$ cat config.mk
export PLATFORM = sky130hd
export DESIGN_NAME = regs_exec
export DESIGN_NICKNAME = d
export VERILOG_FILES = /design/src/rtl/regs_exec.sv
export SDC_FILE = /design/constraint.sdc
export NUM_CORES = 1
export LEC_CHECK = 0
export ABC_AREA = 1
export CAP_MARGIN = 25
export CORE_MARGIN = 2
export CORE_UTILIZATION = 50
export CTS_BUF_LIST = sky130_fd_sc_hd__clkbuf_8
export CTS_CLUSTER_DIAMETER = 40
export DETAILED_ROUTE_END_ITERATION = 8
export GPL_TIMING_DRIVEN = 0
export PLACE_DENSITY = 0.8
export RECOVER_POWER = 50
export REMOVE_ABC_BUFFERS = 1
export SETUP_SLACK_MARGIN = 0.05
export SLEW_MARGIN = 20
export SYNTH_ARGS = -nofsm -noshare
export SYNTH_HDL_FRONTEND = slang
export SYNTH_SLANG_ARGS = --single-unit
$ cat constraint.sdc
create_clock -name i_CLK -period 3.5 [get_ports i_CLK]
set_input_delay 0.7 -clock i_CLK [delete_from_list [all_inputs] [get_ports i_CLK]]
set_output_delay 0.7 -clock i_CLK [all_outputs]
set_load 0.05 [all_outputs]
$ cat src/rtl/regs_exec.sv
// regs_exec: single-issue execute/write-back stage in front of a register file.
// Accepts one decoded instruction per valid/ready handshake, reads two operands
// through the register file's combinational read ports, computes an 8-op ALU
// result and issues a one-cycle write on the write port.
//
// Optional feature: define REGS_EXEC_MUL_EN to build the iterative shift-add
// multiplier for op 7. Without it op 7 is a two-cycle NOP (no write, flags held).
//
// Ports:
//   i_CLK, i_RST        clock, synchronous active-high reset
//   i_valid, o_ready    instruction handshake
//   i_op, i_rd, i_rs0, i_rs1, i_imm   decoded instruction fields
//   o_reg0, o_reg1      register-file read addresses
//   i_data0, i_data1    register-file read data
//   o_reg2, o_data2     register-file write address/data (address 0 = no write)
//   o_flag_z, o_flag_c  zero/carry flags
//   o_busy              stage not idle
module regs_exec #(
    parameter int unsigned DATA_WIDTH = 8,
    parameter int unsigned ADDR_WIDTH = 5
) (
    input  logic                  i_CLK,
    input  logic                  i_RST,
    input  logic                  i_valid,
    output logic                  o_ready,
    input  logic [2:0]            i_op,
    input  logic [ADDR_WIDTH-1:0] i_rd,
    input  logic [ADDR_WIDTH-1:0] i_rs0,
    input  logic [ADDR_WIDTH-1:0] i_rs1,
    input  logic [DATA_WIDTH-1:0] i_imm,
    output logic [ADDR_WIDTH-1:0] o_reg0,
    output logic [ADDR_WIDTH-1:0] o_reg1,
    input  logic [DATA_WIDTH-1:0] i_data0,
    input  logic [DATA_WIDTH-1:0] i_data1,
    output logic [ADDR_WIDTH-1:0] o_reg2,
    output logic [DATA_WIDTH-1:0] o_data2,
    output logic                  o_flag_z,
    output logic                  o_flag_c,
    output logic                  o_busy
);

    localparam logic [2:0] OpAdd = 3'd0;
    localparam logic [2:0] OpSub = 3'd1;
    localparam logic [2:0] OpAnd = 3'd2;
    localparam logic [2:0] OpOr  = 3'd3;
    localparam logic [2:0] OpXor = 3'd4;
    localparam logic [2:0] OpShl = 3'd5;
    localparam logic [2:0] OpLdi = 3'd6;
    localparam logic [2:0] OpMul = 3'd7;

    typedef enum logic [1:0] {StIdle, StExec, StMul, StWb} state_e;

    state_e                state_q, state_d;
    logic [2:0]            op_q;
    logic [ADDR_WIDTH-1:0] rd_q, reg0_q, reg1_q;
    logic [DATA_WIDTH-1:0] imm_q, res_q;
    logic                  z_q, c_q;
    logic                  accept;
    logic                  wr_en;

    // ALU signals
    logic [DATA_WIDTH:0]   sum_ext, shl_ext;
    logic [DATA_WIDTH-1:0] alu_res;
    logic                  alu_c, alu_upd;

`ifdef REGS_EXEC_MUL_EN
    localparam int unsigned CntW = (DATA_WIDTH > 1) ? $clog2(DATA_WIDTH) : 1;

    logic [2*DATA_WIDTH-1:0] mcand_q, acc_q, acc_nxt;
    logic [DATA_WIDTH-1:0]   mplier_q;
    logic [CntW-1:0]         cnt_q;
    logic                    mul_last;

    assign acc_nxt  = mplier_q[0] ? (acc_q + mcand_q) : acc_q;
    assign mul_last = (cnt_q == CntW'(DATA_WIDTH - 1));
    assign wr_en    = 1'b1;
`else
    // Without the multiplier, op 7 retires with no register write.
    assign wr_en    = (op_q != OpMul);
`endif

    assign o_ready = ((state_q == StIdle) || (state_q == StWb)) && !i_RST;
    assign accept  = i_valid && o_ready;
    assign o_busy  = (state_q != StIdle);
    assign o_reg0  = reg0_q;
    assign o_reg1  = reg1_q;
    assign o_reg2  = ((state_q == StWb) && wr_en) ? rd_q  : '0;
    assign o_data2 = ((state_q == StWb) && wr_en) ? res_q : '0;
    assign o_flag_z = z_q;
    assign o_flag_c = c_q;

    always_comb begin
        state_d = state_q;
        unique case (state_q)
            StIdle: if (accept) state_d = StExec;
`ifdef REGS_EXEC_MUL_EN
            StExec: state_d = (op_q == OpMul) ? StMul : StWb;
            StMul:  if (mul_last) state_d = StWb;
`else
            StExec: state_d = StWb;
            StMul:  state_d = StIdle;
`endif
            StWb:   state_d = accept ? StExec : StIdle;
            default: state_d = StIdle;
        endcase
    end

    always_comb begin
        sum_ext = {1'b0, i_data0} + {1'b0, i_data1};
        // Extra top bit catches the last bit shifted out; stays 0 for a zero shift.
        shl_ext = {1'b0, i_data0} << i_data1[2:0];
        alu_res = '0;
        alu_c   = 1'b0;
        alu_upd = 1'b1;
        unique case (op_q)
            OpAdd: begin
                alu_res = sum_ext[DATA_WIDTH-1:0];
                alu_c   = sum_ext[DATA_WIDTH];
            end
            OpSub: begin
                alu_res = i_data0 - i_data1;
                alu_c   = (i_data0 < i_data1);
            end
            OpAnd: alu_res = i_data0 & i_data1;
            OpOr:  alu_res = i_data0 | i_data1;
            OpXor: alu_res = i_data0 ^ i_data1;
            OpShl: begin
                alu_res = shl_ext[DATA_WIDTH-1:0];
                alu_c   = shl_ext[DATA_WIDTH];
            end
            OpLdi: begin
                alu_res = imm_q;
                alu_upd = 1'b0;
            end
            OpMul: alu_upd = 1'b0;  // flags come from the MUL state, if built
            default: alu_upd = 1'b0;
        endcase
    end

    always_ff @(posedge i_CLK) begin
        if (i_RST) begin
            state_q <= StIdle;
            op_q    <= '0;
            rd_q    <= '0;
            reg0_q  <= '0;
            reg1_q  <= '0;
            imm_q   <= '0;
            res_q   <= '0;
            z_q     <= 1'b0;
            c_q     <= 1'b0;
`ifdef REGS_EXEC_MUL_EN
            mcand_q  <= '0;
            mplier_q <= '0;
            acc_q    <= '0;
            cnt_q    <= '0;
`endif
        end else begin
            state_q <= state_d;
            if (accept) begin
                op_q   <= i_op;
                rd_q   <= i_rd;
                reg0_q <= i_rs0;
                reg1_q <= i_rs1;
                imm_q  <= i_imm;
            end
            if (state_q == StExec) begin
                res_q <= alu_res;
                if (alu_upd) begin
                    z_q <= (alu_res == '0);
                    c_q <= alu_c;
                end
            end
`ifdef REGS_EXEC_MUL_EN
            if (state_q == StExec) begin
                mcand_q  <= {{DATA_WIDTH{1'b0}}, i_data0};
                mplier_q <= i_data1;
                acc_q    <= '0;
                cnt_q    <= '0;
            end
            if (state_q == StMul) begin
                acc_q    <= acc_nxt;
                mcand_q  <= mcand_q << 1;
                mplier_q <= mplier_q >> 1;
                cnt_q    <= cnt_q + 1'b1;
                if (mul_last) begin
                    res_q <= acc_nxt[DATA_WIDTH-1:0];
                    z_q   <= (acc_nxt[DATA_WIDTH-1:0] == '0);
                    c_q   <= (acc_nxt[2*DATA_WIDTH-1:DATA_WIDTH] != '0);
                end
            end
`endif
        end
    end

endmodule
==> impl_metrics.ini <==
[route]
drc_errors = 0
wl_per_cell_um = 14.0
drt-vias-per-instance = 5.22
drt_first_pass_iters = 5
drt-total-wl_mm = 9.26
vias = 3441
drtIter0Drc = 263
ant_nets = 0

[setup_path]
path_class = flop to primary output
end_kind = primary output
cp_max_fo = 13
cp-start-kind = flop
cp.required_ns = 2.80
arrival_ns = 2.54

[placement]
dp_slack_ns = -0.0318
dp_hpwl_mm = 7.24
gp_congestion = 0.949
place_inst = 649
port_buffers = 71

[clocking]
hold_buffers = 0
h-tree-depth = 2
cts.sinks = 38
clock-root-buffer = clkbuf_8
insertion_delay_ns = 0.28
clk_pin_slew_worst_paths_ns = 0.07
cts_tree = done
cts_buffers = 5
clockBufferDepth = 2

[synth]
synthCells = 520
synth-edff-count = 0
async_flop_share_pct = 0
ys_top_cells_by_count = nand2_1, nand3_1, inv_1
synth_top_area_share_pct = 23.9
syn_area_sq_mm = 0.00318
synth-seq-cells = 38
netlist_top_cells_area = dfxtp_1, nand2_1, nand3_1
synth.most_common_cell = nand2_1
ys.flop_type = dfxtp_1
avgSynthCellArea_sq_um = 6.12
synth_top_cell_by_area = dfxtp_1
ys_seq_area_share_pct = 23.9
synth_cell_types = 30
synth_warnings = 0

[outcome]
status = finished, final reports clean

[final_layout]
n_antenna_cell = 0
final_util_pct = 64.7
stdcell_count = 659
final_net_count = 658
areaGrowthSynthToFinish_pct = 26.8
layout-drive-gt1-share_pct = 6.19

[global_route]
track_usage_pct = 26.5
grt_pass1_wl_mm = 15.2
grt_overflow = 0
antenna_found_initial = 0
grt_pass1_vias = 3112
grt_start_max_net_pins = 36

[sta]
fin_skew_ns = 0.00767
rsz0062_at_grt = no
slew_violations = 0
relSlewSlack_pct = 41.1
hold_viol = 0
tightest_slew_ns = 0.883
post-route-min-period_ns = 3.24
fmax_mhz = 309
finalCritPeriodShare_pct = 92.5
finalWorstSetupSlack_ns = 0.261
setup_violations = 0

[power]
leakage_nw = 1.99
vdd.ir_drop.worst_mv = 0.381
p_per_area_mw_per_mm2 = 477

[hold_path]
worst_hold_path_type = flop to flop

[floorplan]
num_io_pins = 72
die_x_um = 83.8
num_rows = 29
dieArea_sq_mm = 0.00702
die_y_um = 83.8
coreArea_sq_mm = 0.00624
initial_core_util_pct = 51.0

[job]
maxCapViolCount = 0
## power by group
part | switching, W | internal [W]
Clock | 0.000148 | 0.000199
Combinational | 0.000637 | 0.000311
Sequential | 0.0000784 | 0.000550
## worst paths after layout
check | from | endpoint | slack, ns | cells past startpoint
worst max-delay path | op_q[2] | o_data2[0] | 0.26 | 4
worst min-delay path | rd_q[0] | rd_q[0] | 0.45 | 2
worst max register to register | state_q[0] | state_q[0] | 1.02 | 9
worst min register to register | rd_q[0] | rd_q[0] | 0.45 | 2
## layer usage
layer  track usage, %  routed length [um]
met3             4.95                 597
met4             4.55                 102
met5                0                   0
met1             38.3                4440
met2             41.7                4110
## logic make-up after synthesis
family                   Yosys count  synth area share, %
adder cells (fa/ha/maj)           32                 13.1
AND/OR/NAND/NOR                  293                 40.2
buffers and inverters             99                 12.9
flip-flops                        38                 23.9
AO/OA/AOI/OAI                     58                 9.94
## repair_timing
action                                  CTS  global route
gates resized for setup                   1             1
endpoints found under the setup margin   13             1
buffers inserted                          0             1
## registers in the layout, indices dropped and copies added (netlist names)
signal	cells
op_q	3
res_q	8
o_reg0	5
o_reg1	5
rd_q	5
o_flag_z	1
o_flag_c	1
imm_q	8
state_q	2
## final cells by class
class	count	area, sq um
Fill cell	605	2210
Multi-Input combinational cell	383	2020
Sequential cell	38	761
Timing Repair Buffer	73	746
Inverter	80	307
Clock buffer	8	110
Tap cell	77	96.3
## cells in the final DEF, fill, tap and decap left out, types with 3 or more instances in the layout
cell type and count:
a21oi_1 25, clkbuf_8 8, clkdlybuf4s50_1 57, dfxtp_1 38
dlygate4sd3_1 14, ha_1 30, inv_1 72, inv_2 5
nand2_1 138, nand2_2 5, nand3_1 82, nand3_2 3
nand4_1 4, nor2_1 51, nor2_2 6, o211ai_1 3
o21ai_0 20
## metrics by stage
stage | instance area (sq um) | TNS [ns] | hold WS (ns) | power, W
2_1_floorplan | 3080 | 0 | 0.432 | 0.00125
3_3_place_gp | 3880 | -0.268 | 0.440 | 0.00155
3_5_place_dp | 3880 | -0.0407 | 0.446 | 0.00157
4_1_cts | 4000 | 0 | 0.458 | 0.00192
5_1_grt | 4040 | 0 | 0.482 | 0.00206
6_report | 4040 | 0 | 0.453 | 0.00192
## critical path: stages, from the launching register on
cell	delay (ns)
dfxtp_1	0.66
nand2_1	0.25
o21ai_2	0.52
nor2_1	0.09
clkdlybuf4s50_1	0.73
No activity file was read; power rests on OpenSTA's default activity.
